## src/rtl/xc_malu_issue.sv

```systemverilog
// xc_malu_issue -- issue/retire sequencer in front of the xc_malu.
//
// Accepts one decoded multi-cycle op, holds it stable to the MALU until
// malu_ready, captures the 64-bit result and returns it to the register
// file as one (narrow) or two (wide) 32-bit write-backs.
//
// Ports:
//   clock, resetn (sync, active low), flush (pipeline abort)
//   req_*   : op request (valid/ready), one-hot uop and pack width,
//             operands, destination rd, wide flag
//   malu_*  : MALU request side; malu_flush strobes MALU state clear
//   wb_*    : register-file write-back (valid/ready)
//   busy    : sequencer not idle
//   timeout : sticky watchdog flag
//
// Build option: XC_MALU_ISSUE_TIMEOUT_EN enables the RUN-state watchdog
// (TIMEOUT cycles without malu_ready). Without it timeout is tied 0 and
// RUN waits indefinitely for malu_ready.
module xc_malu_issue #(
  parameter int TIMEOUT = 63
) (
  input  logic        clock,
  input  logic        resetn,
  input  logic        flush,
  input  logic        req_valid,
  output logic        req_ready,
  input  logic [13:0] req_uop,
  input  logic [4:0]  req_pw,
  input  logic [31:0] req_rs1,
  input  logic [31:0] req_rs2,
  input  logic [31:0] req_rs3,
  input  logic [4:0]  req_rd,
  input  logic        req_wide,
  output logic        malu_valid,
  output logic        malu_flush,
  output logic [13:0] malu_uop,
  output logic [4:0]  malu_pw,
  output logic [31:0] malu_rs1,
  output logic [31:0] malu_rs2,
  output logic [31:0] malu_rs3,
  input  logic [63:0] malu_result,
  input  logic        malu_ready,
  output logic        wb_valid,
  input  logic        wb_ready,
  output logic [4:0]  wb_rd,
  output logic [31:0] wb_data,
  output logic        busy,
  output logic        timeout
);

  typedef enum logic [1:0] {IDLE, RUN, WB_LO, WB_HI} state_t;

  state_t      state, state_nx;
  logic [13:0] uop_q;
  logic [4:0]  pw_q;
  logic [31:0] rs1_q, rs2_q, rs3_q;
  logic [4:0]  rd_q;
  logic        wide_q;
  logic [63:0] res_q;
  logic        rst_d;    // high for the first cycle out of reset
  logic        accept;
  logic        to_hit;   // watchdog expiry in the current RUN cycle

  // A zero uop is not an op; flush also blocks acceptance.
  assign accept = (state == IDLE) && req_valid && (|req_uop) && !flush;

`ifdef XC_MALU_ISSUE_TIMEOUT_EN
  localparam int CLOG = $clog2(TIMEOUT + 1);
  localparam int CW   = (CLOG < 6) ? 6 : ((CLOG > 16) ? 16 : CLOG);

  logic [CW-1:0] cnt_q;
  logic          timeout_q;

  // cnt_q counts completed RUN cycles without malu_ready, so the
  // TIMEOUT-th waiting cycle sees cnt_q == TIMEOUT-1.
  assign to_hit  = (state == RUN) && !malu_ready && (cnt_q == CW'(TIMEOUT - 1));
  assign timeout = timeout_q;

  always_ff @(posedge clock) begin
    if (!resetn) begin
      cnt_q     <= '0;
      timeout_q <= 1'b0;
    end else begin
      if (accept)
        cnt_q <= '0;
      else if (state == RUN && !malu_ready)
        cnt_q <= cnt_q + 1'b1;
      if (to_hit && !flush)
        timeout_q <= 1'b1;
    end
  end
`else
  localparam int unused_timeout = TIMEOUT;
  assign to_hit  = 1'b0;
  assign timeout = 1'b0;
`endif

  always_comb begin
    state_nx = state;
    case (state)
      IDLE:    if (accept)                  state_nx = RUN;
      RUN:     if (malu_ready || to_hit)    state_nx = WB_LO;
      WB_LO:   if (wb_ready)                state_nx = wide_q ? WB_HI : IDLE;
      WB_HI:   if (wb_ready)                state_nx = IDLE;
      default:                              state_nx = IDLE;
    endcase
    if (flush) state_nx = IDLE;
  end

  always_ff @(posedge clock) begin
    if (!resetn) begin
      state  <= IDLE;
      uop_q  <= '0;
      pw_q   <= '0;
      rs1_q  <= '0;
      rs2_q  <= '0;
      rs3_q  <= '0;
      rd_q   <= '0;
      wide_q <= 1'b0;
      res_q  <= '0;
      rst_d  <= 1'b1;
    end else begin
      state <= state_nx;
      rst_d <= 1'b0;
      if (accept) begin
        uop_q  <= req_uop;
        pw_q   <= req_pw;
        rs1_q  <= req_rs1;
        rs2_q  <= req_rs2;
        rs3_q  <= req_rs3;
        rd_q   <= req_rd;
        wide_q <= req_wide;
      end
      // An expired watchdog retires the op with a zero result.
      if (state == RUN && !flush) begin
        if (malu_ready)  res_q <= malu_result;
        else if (to_hit) res_q <= '0;
      end
    end
  end

  assign req_ready  = (state == IDLE) && !flush;
  assign malu_valid = (state == RUN);
  assign malu_uop   = malu_valid ? uop_q : '0;
  assign malu_pw    = pw_q;
  assign malu_rs1   = rs1_q;
  assign malu_rs2   = rs2_q;
  assign malu_rs3   = rs3_q;
  // resetn gates the post-reset pulse so it never shows while still in reset.
  assign malu_flush = (rst_d && resetn) || ((state == RUN) && (flush || to_hit));

  assign wb_valid = (state == WB_LO) || (state == WB_HI);
  assign wb_rd    = (state == WB_LO) ? rd_q :
                    (state == WB_HI) ? (rd_q | 5'd1) : '0;
  assign wb_data  = (state == WB_LO) ? res_q[31:0] :
                    (state == WB_HI) ? res_q[63:32] : '0;
  assign busy     = (state != IDLE);

endmodule
```

## config.mk

```make
export PLATFORM = sky130hd
export DESIGN_NAME = xc_malu_issue
export DESIGN_NICKNAME = d
export VERILOG_FILES = /design/src/rtl/xc_malu_issue.sv
export SDC_FILE = /design/constraint.sdc
export NUM_CORES = 1
export LEC_CHECK = 0
export CORE_ASPECT_RATIO = 0.7
export CORE_UTILIZATION = 42
export CTS_CLUSTER_SIZE = 28
export DETAILED_ROUTE_END_ITERATION = 8
export PLACE_DENSITY = 0.91
export SYNTH_ARGS = -nofsm -noshare
export SYNTH_HDL_FRONTEND = slang
export SYNTH_SLANG_ARGS = --single-unit
```

## constraint.sdc

```tcl
create_clock -name clock -period 2.4 [get_ports clock]
set_clock_uncertainty 0.2 [all_clocks]
set_input_delay 0.36 -clock clock [delete_from_list [all_inputs] [get_ports clock]]
set_output_delay 0.36 -clock clock [all_outputs]
set_load 0.005 [all_outputs]
```

==> impl_table.tex <==
\begin{tabular}{lr}
\hline
Metric & Value \\
\hline
\multicolumn{2}{l}{\textbf{Run status}} \\
\quad Result of the run & complete, no violations \\
\multicolumn{2}{l}{\textbf{Yosys}} \\
\quad Sequential area share after synthesis & approximately half \\
\quad Post-synthesis sequential element count & between 150 and 200 \\
\quad Mapped Area & approximately 7800 um\^{}2 \\
\quad Yosys warning total & 0 \\
\quad Number of cells produced by synthesis & around 930 \\
\quad Syn avg cell area & 8.43 um\^{}2 \\
\quad Synth unique cells & 27 \\
\quad Syn\_nets & 1116 \\
\multicolumn{2}{l}{\textbf{GRT}} \\
\quad Busiest grt layer & met2 \\
\quad Met2 Resource Use GR & about two fifths \\
\quad Global routing usage summed across all routing layers & 22.8\% \\
\quad Number of antenna violations at the first check in global routing & 0 \\
\quad M3 GR Usage & 7.70\% \\
\quad Vias in the first global route & approximately 7000 \\
\quad Maximum number of pins on one net before global-route repair & roughly 180 \\
\quad Grt ovf & 0 \\
\quad Global Route met1 Usage & a little over a quarter \\
\quad First-pass GRT wire length & 34200 um \\
\multicolumn{2}{l}{\textbf{Placed design}} \\
\quad Placer Congestion & between 0.7 and 0.8 \\
\quad Port buffer count & between 300 and 400 \\
\quad Worst setup timing slack at the placement stage & -0.292 ns \\
\quad Placed wire-length estimate after detailed placement & around 16000 um \\
\quad Placed Instances & $\sim$1500 \\
\multicolumn{2}{l}{\textbf{Setup path}} \\
\quad Maximum fanout count along the critical path & 21 \\
\quad Terminus of the critical flop-to-flop path & res\_q[0]\$\_SDFFE\_PN0P\_ \\
\quad End of the critical path & wb\_data[10] \\
\quad Worst EP required & 1.84 ns \\
\quad Type of destination of the critical path & primary output \\
\quad Arrival time reported for the critical path endpoint & around 1.8 ns \\
\quad Flop-to-flop setup slack & around 0.14 ns \\
\quad Nature of the critical path startpoint & flip-flop \\
\quad Critical path startpoint & state[0]\$\_SDFFE\_PP0P\_ \\
\quad Kind of critical path & reg2out \\
\quad R2R cell count & 8 \\
\quad Launch point of the worst reg-to-reg path & state[0]\$\_SDFFE\_PP0P\_ \\
\multicolumn{2}{l}{\textbf{Timing}} \\
\quad Relative slew slack & 53.0\% \\
\quad Unrepaired setup endpoints after global routing & yes \\
\quad Final hold violations & 0 \\
\quad Period utilisation layout & 97.2\% \\
\quad Worst slew pin tran & about 0.71 ns \\
\quad Max frequency & around 0.43 GHz \\
\quad Final setup viols & 0 \\
\quad Hold WS & 0.236 ns \\
\quad Crit path time final & $\sim$2.3 ns \\
\quad Final setup slack of the worst path & between 0.06 and 0.07 ns \\
\quad Number of pins exceeding their max-slew limit in the final report & 0 \\
\quad Setup TNS after final layout & 0 ns \\
\multicolumn{2}{l}{\textbf{Clocking}} \\
\quad Clock transition at path regs & approximately 0.080 ns \\
\quad Clock tree from TritonCTS & done \\
\quad Number of buffers on the longest clock path & 2 \\
\quad CTS Sinks & 188 \\
\quad Skew-Pair Late Insertion Delay & a little over 0.4 ns \\
\quad H-tree levels & 4 \\
\quad CTS root buf & sky130\_fd\_sc\_hd\_\_clkbuf\_16 \\
\quad Cts bufs inserted & 17 \\
\multicolumn{2}{l}{\textbf{Routing}} \\
\quad Number of nets with antenna violations after detailed routing & 0 \\
\quad Number of optimization iterations in the first detailed-route pass & 5 \\
\quad Wire length per cell after detailed routing & 15.2 um \\
\quad DRC violations left & 0 \\
\quad Routed wire length & about 23000 um \\
\quad Via density per instance & 4.92 \\
\quad Violation count after the first detailed-routing iteration & between 500 and 600 \\
\quad Via count & 7380 \\
\multicolumn{2}{l}{\textbf{Pwr}} \\
\quad Share of total power in the clock network & around two fifths \\
\quad Gate power share & 13.4\% \\
\quad Final Power & between 0.006 and 0.007 W \\
\quad Maximum vdd ir drop & 469 uV \\
\quad Static leakage & approximately 4.7 nW \\
\quad Fraction of power consumed by sequential logic & between 40\% and 50\% \\
\quad Internal power component & roughly 0.0052 W \\
\quad Sw Pwr & 0.00171 W \\
\quad Switching share of power & 24.6\% \\
\quad Power density over the cells & between 500 and 600 nW/um\^{}2 \\
\multicolumn{2}{l}{\textbf{Hold path}} \\
\quad Class of the tightest hold or removal check & in2reg \\
\multicolumn{2}{l}{\textbf{Final layout}} \\
\quad Final Non-Filler Cells & approximately 1500 \\
\quad Share of post-route cells with drive strength above 1 & under 10\% \\
\quad Antenna diode count & 0 \\
\quad Number of fill cells in the layout & approximately 1400 \\
\quad Area added between synthesis and finish & 57.0\% \\
\quad Number of nets at the end of the flow & between 1000 and 1500 \\
\multicolumn{2}{l}{\textbf{Flow run}} \\
\quad Number of max-cap violations & 0 \\
\multicolumn{2}{l}{\textbf{Floorplanning}} \\
\quad Die extent in x & 165 um \\
\quad Overall die area & approximately 19000 um\^{}2 \\
\quad Initial standard-cell utilization of the core & between 40\% and 50\% \\
\quad Top Ports & $\sim$350 \\
\quad Core Area & approximately 18000 um\^{}2 \\
\quad Die Y & between 100 and 150 um \\
\quad FP Rows & between 40 and 50 \\
\hline
\end{tabular}
==> cells in the mapped netlist <==
cell type / instances / area [um^2]
sky130_fd_sc_hd__a21oi_1: 71 / 355
sky130_fd_sc_hd__a22o_1: 1 / 8.76
sky130_fd_sc_hd__a311oi_1: 1 / 8.76
sky130_fd_sc_hd__and2_1: 19 / 119
sky130_fd_sc_hd__and3b_1: 1 / 8.76
sky130_fd_sc_hd__buf_1: 8 / 30.0
sky130_fd_sc_hd__buf_2: 8 / 40.0
sky130_fd_sc_hd__buf_4: 5 / 37.5
sky130_fd_sc_hd__clkbuf_1: 50 / 188
sky130_fd_sc_hd__clkinv_1: 1 / 3.75
sky130_fd_sc_hd__conb_1: 1 / 3.75
sky130_fd_sc_hd__dfxtp_1: 188 / 3760
sky130_fd_sc_hd__inv_1: 1 / 3.75
sky130_fd_sc_hd__mux2i_1: 150 / 1500
sky130_fd_sc_hd__nand2_1: 367 / 1380
sky130_fd_sc_hd__nand2b_1: 3 / 18.8
sky130_fd_sc_hd__nand3b_1: 1 / 7.51
sky130_fd_sc_hd__nor2_1: 1 / 3.75
sky130_fd_sc_hd__nor2_2: 1 / 6.26
sky130_fd_sc_hd__nor2b_1: 33 / 206
sky130_fd_sc_hd__nor3_1: 2 / 10.0
sky130_fd_sc_hd__nor4_1: 2 / 12.5
sky130_fd_sc_hd__nor4b_4: 1 / 23.8
sky130_fd_sc_hd__o21a_1: 1 / 7.51
sky130_fd_sc_hd__o21ai_0: 4 / 20.0
sky130_fd_sc_hd__or2_2: 1 / 6.26
sky130_fd_sc_hd__or4_1: 3 / 22.5
==> power by group through the flow <==
stage	clock network, W	logic (W)	registers (W)
global placement	0	0.000912	0.00336
floorplan	0	0.000328	0.00337
CTS	0.00280	0.000938	0.00329
finish	0.00273	0.000933	0.00330
detailed placement	0	0.000930	0.00337
global route	0.00293	0.00100	0.00331
==> placed cells by master, fill, tap and decap left out, drive strengths merged <==
cell,netlist,routed
a21oi,71,71
a22o,1,1
a311oi,1,1
and2,19,19
and3b,1,1
buf,21,31
clkbuf,50,19
clkdlybuf4s50,0,328
clkinv,1,5
clkinvlp,0,1
conb,1,1
dfxtp,188,188
dlymetal6s2s,0,18
inv,1,9
mux2i,150,150
nand2,367,367
nand2b,3,3
nand3b,1,1
nor2,2,2
nor2b,33,33
nor3,2,2
nor4,2,2
nor4b,1,1
o21a,1,1
o21ai,4,4
or2,1,1
or4,3,3
==> cell type report <==
type | count | area (um^2) | area share (%)
Clock buffer | 19 | 453 | 3.70
Clock inverter | 13 | 119 | 0.971
Inverter | 2 | 7.51 | 0.0614
Multi-Input combinational cell | 664 | 3740 | 30.6
Sequential cell | 188 | 3770 | 30.8
Tap cell | 236 | 295 | 2.41
Timing Repair Buffer | 377 | 3850 | 31.4
==> flip-flops by register name, summed over array words and instances, names as in the netlist <==
signal	cells
state	2
malu_rs1	32
rd_q	5
malu_pw	5
malu_rs2	32
res_q	64
uop_q	14
rst_d	1
malu_rs3	32
wide_q	1
==> worst min path at each step <==
stage / from / endpoint / slack (ns) / cells after the start
final: resetn / res_q[7]$_SDFFE_PN0P_ / 0.24 / 3
after global routing: resetn / res_q[6]$_SDFFE_PN0P_ / 0.24 / 3
after CTS: resetn / res_q[38]$_SDFFE_PN0P_ / 0.22 / 3
after detailed placement: res_q[38]$_SDFFE_PN0P_ / res_q[38]$_SDFFE_PN0P_ / 0.25 / 2
after global placement: uop_q[1]$_SDFFE_PN0P_ / uop_q[1]$_SDFFE_PN0P_ / 0.24 / 2
after floorplan: rd_q[1]$_SDFFE_PN0P_ / rd_q[1]$_SDFFE_PN0P_ / 0.23 / 2
==> critical path: stages (launching register included) <==
cell                              delay, ns
sky130_fd_sc_hd__dfxtp_4               0.40
sky130_fd_sc_hd__buf_12                0.20
sky130_fd_sc_hd__mux2i_1               0.24
sky130_fd_sc_hd__nor2b_1               0.07
sky130_fd_sc_hd__clkdlybuf4s50_1       0.44
==> metrics by stage <==
step	area [um^2]	utilization [%]
global placement	11500	63.8
finish	12200	67.6
CTS	12200	67.2
detailed placement	11500	63.8
global route	12200	67.6
floorplan	7790	-
==> metal layers <==
metal	vias up	part of all wire (%)	wire, um
met4	0	2.3	521
met2	265	48	10900
li1	3635	-	-
met1	3445	42	9490
met3	35	8.3	1890
met5	-	0	0
==> cells by family (layout without fill, tap and decap cells) <==
group | after synthesis | after routing | share of synthesized area, %
other | 1 | 1 | 0.0481
AND/OR/NAND/NOR | 435 | 435 | 23.4
multiplexers | 150 | 150 | 19.3
flip-flops | 188 | 188 | 48.3
buffers and inverters | 73 | 411 | 3.88
AO/OA/AOI/OAI | 78 | 78 | 5.14
==> what timing repair did <==
| item | in CTS | in global routing |
|---|---|---|
| setup endpoints to repair | 52 | 37 |
| hold buffers | 0 | 0 |
| buffers inserted | 2 | 3 |
| cloned | 1 | 0 |
| resized for setup | 8 | 20 |
Note: power is estimated with default switching activity, not from simulation.
